==> config.mk <==
export PLATFORM = sky130hd
export DESIGN_NAME = ahblite_busmatrix_rr_arbiter_dtcm
export DESIGN_NICKNAME = d
export VERILOG_FILES = /design/src/rtl/ahblite_busmatrix_pkg.sv /design/src/rtl/ahblite_arb_burst_counter.sv /design/src/rtl/ahblite_busmatrix_rr_arbiter_dtcm.sv
export SDC_FILE = /design/constraint.sdc
export NUM_CORES = 1
export LEC_CHECK = 0
export CORE_MARGIN = 1.5
export CORE_UTILIZATION = 40
export DETAILED_ROUTE_END_ITERATION = 7
export PLACE_DENSITY = 0.66
export SYNTH_ARGS = -nofsm -noshare
export SYNTH_HDL_FRONTEND = slang
export SYNTH_SLANG_ARGS = --single-unit
==> constraint.sdc <==
create_clock -name HCLK -period 2.1 [get_ports HCLK]
set_input_delay 0.315 -clock HCLK [delete_from_list [all_inputs] [get_ports HCLK]]
set_output_delay 0.315 -clock HCLK [all_outputs]
set_load 0.005 [all_outputs]
==> src/rtl/ahblite_busmatrix_pkg.sv <==
// rtl/ahblite_busmatrix_pkg.sv - shared AHB-Lite bus matrix codes and round-robin helpers
package ahblite_busmatrix_pkg;

   typedef enum logic [1:0] {
      PORT_NONE = 2'b00,
      PORT_SYS  = 2'b01,
      PORT_DMA  = 2'b10,
      PORT_ACC  = 2'b11
   } port_e;

   typedef enum logic [1:0] {
      IDLE   = 2'b00,
      BUSY   = 2'b01,
      NONSEQ = 2'b10,
      SEQ    = 2'b11
   } htrans_e;

   typedef enum logic [2:0] {
      SINGLE = 3'b000,
      INCR   = 3'b001,
      WRAP4  = 3'b010,
      INCR4  = 3'b011,
      WRAP8  = 3'b100,
      INCR8  = 3'b101,
      WRAP16 = 3'b110,
      INCR16 = 3'b111
   } hburst_e;

   // Port that follows p in the rotation 01 -> 10 -> 11 -> 01.
   function automatic logic [1:0] next_port(input logic [1:0] p);
      case (p)
         PORT_SYS: return PORT_DMA;
         PORT_DMA: return PORT_ACC;
         default:  return PORT_SYS;
      endcase
   endfunction

   // First requester found scanning from the port after last; req is {acc, dma, sys}.
   function automatic logic [1:0] rr_pick(input logic [1:0] last, input logic [2:0] req);
      logic [1:0] cand;
      logic [1:0] pick;
      pick = PORT_NONE;
      cand = last;
      for (int i = 0; i < 3; i++) begin
         cand = next_port(cand);
         if ((pick == PORT_NONE) && req[cand - 2'd1]) pick = cand;
      end
      return pick;
   endfunction

   // SEQ beats that follow the NONSEQ of a fixed-length burst; undefined-length bursts are never held.
   function automatic logic [3:0] burst_seq_beats(input logic [2:0] hburst);
      case (hburst)
         WRAP4, INCR4:   return 4'd3;
         WRAP8, INCR8:   return 4'd7;
         WRAP16, INCR16: return 4'd15;
         default:        return 4'd0;
      endcase
   endfunction

endpackage

==> src/rtl/ahblite_arb_burst_counter.sv <==
// rtl/ahblite_arb_burst_counter.sv - remaining-SEQ-beat counter for the DTCM arbiter
import ahblite_busmatrix_pkg::*;

module ahblite_arb_burst_counter (
   input  logic       HCLK,
   input  logic       HRESETn,
   input  logic [1:0] htrans,
   input  logic [2:0] hburst,
   input  logic       hsel,
   input  logic       hready,
   input  logic       noport,
   output logic [3:0] beats,
   output logic       beats_nz
);

   // Count only completed owner transfers; SEQ at zero saturates, IDLE cuts the burst short.
   always_ff @(posedge HCLK or negedge HRESETn) begin
      if (!HRESETn) begin
         beats <= 4'd0;
      end else if (hready && hsel && !noport) begin
         case (htrans)
            NONSEQ:  beats <= burst_seq_beats(hburst);
            SEQ:     if (beats != 4'd0) beats <= beats - 4'd1;
            BUSY:    beats <= beats;
            default: beats <= 4'd0;
         endcase
      end
   end

   assign beats_nz = (beats != 4'd0);

endmodule

==> src/rtl/ahblite_busmatrix_rr_arbiter_dtcm.sv <==
// rtl/ahblite_busmatrix_rr_arbiter_dtcm.sv - burst-aware round-robin DTCM port arbiter; ARB_LOCK_EN adds locked-transfer hold
import ahblite_busmatrix_pkg::*;

module ahblite_busmatrix_rr_arbiter_dtcm (
   input  logic       HCLK,
   input  logic       HRESETn,
   input  logic       REQ_SYS,
   input  logic       REQ_DMA,
   input  logic       REQ_ACC,
   input  logic       HREADY_Outputstage_DTCM,
   input  logic       HSEL_Outputstage_DTCM,
   input  logic [1:0] HTRANS_Outputstage_DTCM,
   input  logic [2:0] HBURST_Outputstage_DTCM,
`ifdef ARB_LOCK_EN
   input  logic       HMASTLOCK_Outputstage_DTCM,
`endif
   output logic [1:0] PORT_SEL_ARBITER_DTCM,
   output logic       PORT_NOSEL_ARBITER_DTCM,
   output logic       BURST_HOLD_ARBITER_DTCM
);

   logic [1:0] selport;
   logic       noport;
   logic [1:0] last;
   logic [1:0] pick;
   logic       noport_next;
   logic [3:0] beats;
   logic       beats_nz;
   logic       locked;
   logic       hold;

   assign pick        = rr_pick(last, {REQ_ACC, REQ_DMA, REQ_SYS});
   assign noport_next = ~REQ_SYS & ~REQ_DMA & ~REQ_ACC & ~HSEL_Outputstage_DTCM;
   assign hold        = beats_nz | locked;

   ahblite_arb_burst_counter u_burst_counter (
      .HCLK     (HCLK),
      .HRESETn  (HRESETn),
      .htrans   (HTRANS_Outputstage_DTCM),
      .hburst   (HBURST_Outputstage_DTCM),
      .hsel     (HSEL_Outputstage_DTCM),
      .hready   (HREADY_Outputstage_DTCM),
      .noport   (noport),
      .beats    (beats),
      .beats_nz (beats_nz)
   );

   // Re-arbitrate on each completed transfer unless a burst or lock freezes the grant.
   always_ff @(posedge HCLK or negedge HRESETn) begin
      if (!HRESETn) begin
         selport <= PORT_NONE;
         noport  <= 1'b1;
         last    <= PORT_ACC;
      end else if (HREADY_Outputstage_DTCM && !hold) begin
         selport <= pick;
         noport  <= noport_next;
         if (pick != PORT_NONE) last <= pick;
      end
   end

`ifdef ARB_LOCK_EN
   // Track the owner's lock: set/cleared by active transfers, released by an unlocked IDLE.
   always_ff @(posedge HCLK or negedge HRESETn) begin
      if (!HRESETn) begin
         locked <= 1'b0;
      end else if (HREADY_Outputstage_DTCM) begin
         if (HSEL_Outputstage_DTCM &&
             ((HTRANS_Outputstage_DTCM == NONSEQ) || (HTRANS_Outputstage_DTCM == SEQ)))
            locked <= HMASTLOCK_Outputstage_DTCM;
         else if ((HTRANS_Outputstage_DTCM == IDLE) && !HMASTLOCK_Outputstage_DTCM)
            locked <= 1'b0;
      end
   end
`else
   assign locked = 1'b0;
`endif

   assign PORT_SEL_ARBITER_DTCM   = selport;
   assign PORT_NOSEL_ARBITER_DTCM = noport;
   assign BURST_HOLD_ARBITER_DTCM = (beats != 4'd0) | locked;

endmodule

==> results.txt, run 1 <==
status -> finished with violations
failing checks -> design-rule violations
total power draw -> 1430 uW
IO Port Bufs -> 14
cell count after placement -> 115
Fillers -> 132
CTS Buffer Depth -> 2
Tmin final -> 2.06 ns
Setup-failing EPs final -> 0
Power Dens Cells -> 1450 nW/um^2
top-area cell type share of the netlist area -> 0.217
Gate Count Post-Synth -> 80
Core Footprint -> 1560 um^2
Slew @ Worst Pin -> 0.406 ns
first-pass GRT wire length -> 2870 um
total CTS buffers -> 3
TritonRoute pass-1 iters -> 6
Pleak -> 0.000424 uW
CTS tree -> done
Fin. Hold Viols -> 0
max-cap violations -> 0
final worst-path cycle share -> 0.979
die area -> 1990 um^2
Area growth, synth to finish -> 42.2%
Mapped Avg Cell Area -> 8.66 um^2
Max VDD drop -> 1.09 mV
Crit Path Class -> flip-flop to flip-flop
area of the multi-input gates -> 484 um^2
Synth cell types -> 32
crit path DAT -> 2.21 ns
via count -> 700
Initial DRC Count -> 20
Final HPWL DP -> 1320 um
met1 usage -> 0.257
gpl congestion -> 0.879
GRT Total Usage -> 0.199
Avg WL per Cell -> 14.9 um
antenna violations before repair -> 0
# IOs -> 16
DRC viols -> 1
Starting Density -> 0.445
CTS root buf -> clkbuf_4
GR Util met3 -> 0.0163
cts hold-fix bufs -> 0
Achievable Freq -> 487 MHz
share of layout cells above drive strength 1 -> 0.202
R2R cell count -> 8
Reg area -> 229 um^2
Synth area leader -> dfrtp_1
Clock Latency Late Sink -> 0.27 ns
syn nets -> 98
Layout Skew -> 0.00804 ns
top cells by area, synth -> dfrtp_1 22%, dfstp_2 11%, ha_1 11%, inv_1 6.0%, mux2i_1 5.8%
hold slack -> 0.339 ns
die width -> 44.6 um
dpl ws -> -0.0310 ns
vias in the first global route -> 673
GRT Residual Overflow -> 0
Max Slew Vio Count -> 0
unrepaired setup endpoints after global routing -> true
most used routing layer in global routing -> met2
Nets -> 123
met2 GRT Util -> 0.328
largest net degree at the start of global routing -> 10
YS warnings -> 0
register area share after synthesis -> 0.330
Hold Crit Class -> input port to async pin
CP startpoint kind -> flip-flop
die height -> 44.6 um
Mapped Area -> 693 um^2
via density per instance -> 5.83
FF-to-FF Start -> last[1]
row count -> 14
worst setup margin -> 0.0447 ns
Seq cells post-synth -> 9
antenna-violating nets left -> 0
Max-Slew Margin vs Limit -> 0.729
setup TNS -> 0 ns
diode count -> 0
CTS sink cnt -> 9
Worst Path Required -> 2.25 ns
CP Capture Type -> flip-flop
CTS clk-pin slew, worst paths -> 0.07 ns
DRT Wirelength -> 1790 um
filler-free cell count of the finished design -> 120
CP startpoint -> last[1]
crit path max fanout -> 3
Max H-tree Level -> 1
==> area by class of cell <==
type | count | share of cell area
sequential | 9 | 0.232
inverter | 11 | 0.0419
clock buffer | 4 | 0.0266
tap | 16 | 0.0203
multi-input combinational | 60 | 0.491
timing repair buffer | 20 | 0.188
==> what timing repair did <==
action                                 CTS  global route
setup endpoints to repair                4             3
buffers inserted                         0             1
resized for setup                        4             5
pin swaps                                1             3
endpoints found under the hold margin    0             0
==> cells in the final DEF, fill, tap and decap left out, types with 2 or more instances in the layout <==
cell             count
clkdlybuf4s50_1     14
o21ai_0              5
ha_1                 4
nand3_1              2
nand2_1             10
dfstp_2              3
buf_4                6
mux2i_1              4
clkbuf_4             3
nor2_1               4
inv_1               11
a21o_1               2
a21oi_1              4
dfrtp_1              6
==> sequential cells by signal, summed over array words and instances, names as in the netlist <==
signal,flops
u_burst_counter.beats,4
last,2
PORT_SEL_ARBITER_DTCM,2
PORT_NOSEL_ARBITER_DTCM,1
==> report_power, final <==
part	internal, uW	switching [uW]
Sequential	276	87.6
Clock	73.4	64.7
Combinational	470	459
==> worst max-delay path, cell delays in order (launching register included) <==
cell	delay, ns
dfstp_2	0.56
inv_1	0.07
ha_1	0.22
mux2i_1	0.12
or2_1	0.28
a221oi_2	0.32
a311oi_2	0.06
buf_4	0.16
a21o_1	0.14
==> logic make-up after synthesis <==
| family | Yosys count | share of synthesized area |
|---|---|---|
| buffers and inverters | 11 | 0.0596 |
| adder cells (fa/ha/maj) | 6 | 0.108 |
| flip-flops | 9 | 0.330 |
| AND/OR/NAND/NOR | 26 | 0.186 |
| AO/OA/AOI/OAI | 24 | 0.258 |
| multiplexers | 4 | 0.0578 |
==> synthesized netlist by cell type (all sizes together) <==
cell and count:
inv 11, nand2 10, dfrtp 6, ha 6
nor2 5, o21ai 5, a21oi 4, mux2i 4
dfstp 3, a21o 2, nand3 2, nor3b 2
a2111oi 1, a211oi 1, a221oi 1, a22o 1
a311oi 1, a32o 1, and3 1, and3b 1
nand3b 1, nor3 1, nor4 1, o211ai 1
o21a 1, o221ai 1, o22a 1, o22ai 1
o311ai 1, o31ai 1, or2 1, or4 1
==> per-stage QoR <==
stage / util / cell area (um^2)
floorplan: - / 693
global placement: 0.571 / 891
detailed placement: 0.571 / 891
CTS: 0.608 / 948
global route: 0.632 / 986
finish: 0.632 / 986
==> worst paths after layout <==
kind	endpoint	slack, ns
worst max-delay path	PORT_SEL_ARBITER_DTCM[0]	0.04
worst max register to register	PORT_SEL_ARBITER_DTCM[0]	0.04
worst min register to register	PORT_SEL_ARBITER_DTCM[0]	0.49
worst min-delay path	PORT_SEL_ARBITER_DTCM[1]	0.34
min in group HCLK	PORT_SEL_ARBITER_DTCM[0]	0.49
max in group asynchronous	last[1]	1.44
==> layer usage <==
layer / up-vias / wire length [um]
met3: 2 / 64
li1: 340 / -
met1: 342 / 868
met4: 0 / 27
met5: - / 0
met2: 16 / 826
Power figures use the tool's default switching activity.
==> inputs of run 2 (changes only) <==
CORE_ASPECT_RATIO = 1.1   (was not set)
==> run 2 against run 1 <==
  * The run now ends clean
  * Non-clock buffer count grew 4
  * Worst setup slack better by 0.016 ns
  * Combinational power grew 4.2%
  * Core utilization rose by 0.13 points
  * Clock skew down 0.0045 ns
==> results.txt, run 2 (synthesis results as in run 1) <==
placed cell areas -> 915 um^2 (+2.7%)
CTS Buffer Depth -> 2 (unchanged)
Fin. Hold Viols -> 0 (unchanged)
CTS tree -> done
most used routing layer in global routing -> met2
Crit Path Class -> flip-flop to flip-flop
GRT Residual Overflow -> 0 (unchanged)
Hold Crit Class -> input port to async pin
met2 GRT Util -> 0.358 (+0.0300)
GRT Total Usage -> 0.195 (-0.00466)
crit path max fanout -> 4 (+1)
Final HPWL DP -> 1270 um (-4.0%)
dpl ws -> 0.0201 ns (+0.0511 ns)
cts hold-fix bufs -> 0 (unchanged)
Avg WL per Cell -> 13.4 um (-9.8%)
row count -> 15 (+1)
gpl congestion -> 0.877 (-0.25%)
Clock Latency Late Sink -> 0.26 ns (about the same)
Area growth, synth to finish -> 45.8%
CP startpoint kind -> flip-flop
die width -> 42.7 um (-4.3%)
largest net degree at the start of global routing -> 10 (unchanged)
die height -> 46.7 um (+4.5%)
Critical Path Max Stage Delay -> 0.56 ns (about the same)
Slew @ Worst Pin -> 0.388 ns (-0.0179 ns)
CTS root buf -> clkbuf_4
Max Slew Vio Count -> 0 (unchanged)
die area -> 1990 um^2 (about the same)
CP Capture Type -> flip-flop
Setup-failing EPs final -> 0 (unchanged)
Nets -> 127 (+3.3%)
Max-Slew Margin vs Limit -> 0.741 (+0.0120)
via density per instance -> 5.38 (-7.7%)
commonest cells after routing, fill and taps aside -> 14 x clkdlybuf4s50_1, 11 x inv_1, 10 x nand2_1, 10 x buf_4, 6 x dfrtp_1
worst path cell trace -> ha_1 -> mux2i_1 -> nor2_2 -> o21a_1 -> o311ai_2 -> o21ai_0
Initial DRC Count -> 5 (-75%)
CTS sink cnt -> 9 (unchanged)
CTS clk-pin slew, worst paths -> 0.06 ns (about the same)
crit path DAT -> 2.20 ns (about the same)
diode count -> 0 (unchanged)
Max VDD drop -> 0.884 mV (-19%)
Top delay family on crit path -> compound AO/OA/AOI/OAI gates
most common cell after layout, fill and taps aside -> clkdlybuf4s50_1
IO Port Bufs -> 14 (unchanged)
DRC viols -> 0 (-1)
# IOs -> 16 (unchanged)
status -> finished, final reports clean
first-pass GRT wire length -> 2860 um (-0.24%)
final worst-path cycle share -> 0.971 (-0.00773)
Max H-tree Level -> 1 (unchanged)
cell count after placement -> 119 (+3.5%)
worst path bufs/invs -> 0 (-2)
Pleak -> 0.000447 uW (+5.5%)
setup TNS -> 0 ns (unchanged)
Achievable Freq -> 490 MHz (+0.80%)
via count -> 673 (-3.9%)
Top reg by flops -> u_burst_counter.beats
vias in the first global route -> 690 (+2.5%)
antenna violations before repair -> 0 (unchanged)
unrepaired setup endpoints after global routing -> false
Crit-path slowest cell -> dfstp_2
Worst Path Required -> 2.26 ns (about the same)
met1 usage -> 0.216 (-0.0408)
filler-free cell count of the finished design -> 125 (+4.2%)
total CTS buffers -> 3 (unchanged)
max-cap violations -> 0 (unchanged)
worst setup margin -> 0.0609 ns (+0.0162 ns)
max reg flops -> 4 (unchanged)
finished layout cell area -> 1010 um^2 (+2.5%)
Starting Density -> 0.435 (-0.0101)
Layout Skew -> 0.00353 ns (-0.00451 ns)
TritonRoute pass-1 iters -> 4 (-2)
DRT Wirelength -> 1680 um (-6.0%)
Core Footprint -> 1600 um^2 (+2.3%)
GR Util met3 -> 0.0706 (+0.0543)
share of layout cells above drive strength 1 -> 0.222 (+0.0203)
Power Dens Cells -> 1440 nW/um^2 (-0.73%)
Tmin final -> 2.04 ns (-0.0162 ns)
antenna-violating nets left -> 0 (unchanged)
run 2: metrics by stage:
step                 util  hold slack, ns  power, uW
floorplan               -          0.0194        839
global placement    0.573           0.463       1110
detailed placement  0.573           0.472       1130
CTS                 0.593           0.348       1280
global route        0.634           0.363       1590
finish              0.634           0.341       1460
run 2: cell type report:
class / instances / area, um^2
inverters: 11 / 41.3
well taps: 17 / 21.3
multi-input cells: 60 / 478
repair buffers: 24 / 215
flip-flops and latches: 9 / 229
fillers: 155 / 584
clock buffers: 4 / 26.3
run 2: final timing paths:
| path | from | end | slack (ns) | depth (start not counted) |
|---|---|---|---|---|
| min in group HCLK | PORT_SEL_ARBITER_DTCM[0] | PORT_SEL_ARBITER_DTCM[0] | 0.48 | 1 |
| worst min register to register | PORT_SEL_ARBITER_DTCM[0] | PORT_SEL_ARBITER_DTCM[0] | 0.48 | 1 |
| max in group asynchronous | HRESETn | PORT_NOSEL_ARBITER_DTCM | 1.44 | 1 |
| worst max-delay path | last[0] | last[1] | 0.06 | 6 |
| worst max register to register | last[0] | last[1] | 0.06 | 6 |
| worst min-delay path | HRESETn | u_burst_counter.beats[0] | 0.34 | 1 |
run 2: power by group:
| part | total (uW) | internal [uW] | switching, uW | leakage (uW) |
|---|---|---|---|---|
| clock | 131 | 73.0 | 57.6 | 0.0000150 |
| combinational | 968 | 515 | 453 | 0.000324 |
| sequential | 358 | 275 | 83.2 | 0.000108 |
| total | 1460 | 863 | 593 | 0.000447 |
run 2: layer usage:
metal	routed length, um	vias up	part of all wire
li1	-	347	-
met1	716	312	0.43
met2	888	14	0.53
met3	74	0	0.044
met4	0	0	0
met5	0	-	0
run 2: timing repair:
action                                  4_1_cts  5_1_grt
endpoints found under the setup margin        1        5
resized for setup                             1        8
pin swaps                                     0        1
buffers inserted                              0        2
==> variant: new RTL, config.mk and constraints of run 2 <==
The option `ARB_LOCK_EN` is turned on by a define.
--- a/src/rtl/ahblite_busmatrix_rr_arbiter_dtcm.sv
+++ b/src/rtl/ahblite_busmatrix_rr_arbiter_dtcm.sv
@@ -1,2 +1,4 @@
 // rtl/ahblite_busmatrix_rr_arbiter_dtcm.sv - burst-aware round-robin DTCM port arbiter; ARB_LOCK_EN adds locked-transfer hold
+`define ARB_LOCK_EN
+
 import ahblite_busmatrix_pkg::*;
Interface: changed (added HMASTLOCK_Outputstage_DTCM); port bits go from 16 to 17. No check against the original RTL was run, so the function may have changed too.
==> variant against run 2 <==
- hold slack improved by 0.036 ns
- sequential power is 6.4% higher
- setup slack better by 0.027 ns
- sequential cell count increased by 1
- utilization decreased by 8.4 points
- area after synthesis rose by 24%
- first-iteration DRC count increased to 2.6 times the old value
- routed wire length rose by 13%
- total power is 4.1% higher
- cell area up 9.9%
- critical endpoint is now PORT_SEL_ARBITER_DTCM[1]$_DFFE_PN0P_
- highest routed layer is now met4
==> variant: results (changes against run 2) <==
| Metric | Value |
|---|---|
| PortBufs | 15 (+1) |
| Setup slack, reg-to-reg | 0.09 ns (+0.03 ns) |
| Vias | 754 (+12%) |
| Layout cell share with drive strength beyond 1 | 24.3% (+2.1 points) |
| Worst clock skew | 0.00336 ns (-0.000167 ns) |
| Routing usage on met2 | 25.9% (-9.9 points) |
| Sw Share | 41.8% (+1.0 points) |
| WL/cell | 13.3 µm (-1.2%) |
| Sequential share of the synthesized area | 29.5% (-3.6 points) |
| Status | finished clean |
| WL met2 | 836 µm (-5.9%) |
| Maximum vdd drop | 640 µV (-28%) |
| Met3 Resource Use GR | 3.13% (-3.9 points) |
| Dominant cells by area after synthesis | dfrtp_1 20%, dfstp_2 9.1%, ha_1 8.7%, inv_1 4.8%, o21ai_0 4.1% |
| Launching point of the worst reg2reg path | last[1]$_DFFE_PN1P_ |
| Critical Path Sink | PORT_SEL_ARBITER_DTCM[1]$_DFFE_PN0P_ |
| Vias in the first global route | 710 (+2.9%) |
| Worst-path maximum fanout | 5 (+1) |
| Clock-net power | 0.147 mW (+12%) |
| Post-synth top cells | 11 x inv_1, 7 x dfrtp_1, 7 x o21ai_0, 6 x ha_1, 6 x nor2_1 |
| Syn Nets | 113 (+15%) |
| Iter 0 DRT Violations | 13 (+8) |
| Cts bufs inserted | 3 (unchanged) |
| Compound-cell area share of the yosys netlist | 27.3% (+1.5 points) |
| Flop pwr share | 25.1% (+0.5 points) |
| Synth cell types | 42 (+31%) |
| GRT Overall Usage | 18.1% (-1.4 points) |
| Top Family by Delay on Critical Path | multiplexers |
| M1 WL | 968 µm (+35%) |
| R2R cell count | 7 (+1) |
| Max-slew headroom | 66.4% (-7.6 points) |
| First-pass GRT wire length | 3170 µm (+11%) |
| Gp weighted congestion | 0.817 (-6.9%) |
| Uppermost routed layer | met4 |
| Reg clk slew, reported paths | 0.07 ns |
| Met3 WL | 67 µm (-9.5%) |
| Adder-Cell Fraction of Synth Area | 8.71% (-2.1 points) |
| Post-layout nets | 135 (+6.3%) |
| Largest net degree at the start of global routing | 11 (+1) |
| Fill cells | 192 (+24%) |
-- variant: changes by cell type after synthesis, moves of 2 or more --
cell             run 2  this run
clkbuf_1             0         2
nand2_1             10         5
mux2i_1              4         2
o21ai_0              5         7
nor3_1               1         3
mux2_2               0         3
-- variant: through the flow --
stage | total power [mW] | hold WS, ns | instances | setup slack (ns)
after floorplan | 1.06 | 0.0194 | 94 | 0.155
after global placement | 1.29 | 0.469 | 138 | 0.0568
after detailed placement | 1.32 | 0.470 | 138 | -0.00242
after CTS | 1.48 | 0.372 | 142 | 0.00899
after global routing | 1.65 | 0.388 | 143 | 0.0140
final | 1.52 | 0.377 | 143 | 0.0874
-- variant: layout make-up --
cell class	instances	area, µm²	area share, %
Tap cell	28	35.0	3.15
Clock buffer	4	26.3	2.36
Inverter	11	41.3	3.72
Timing Repair Buffer	19	183	16.4
Sequential cell	10	254	22.9
Multi-Input combinational cell	71	572	51.5
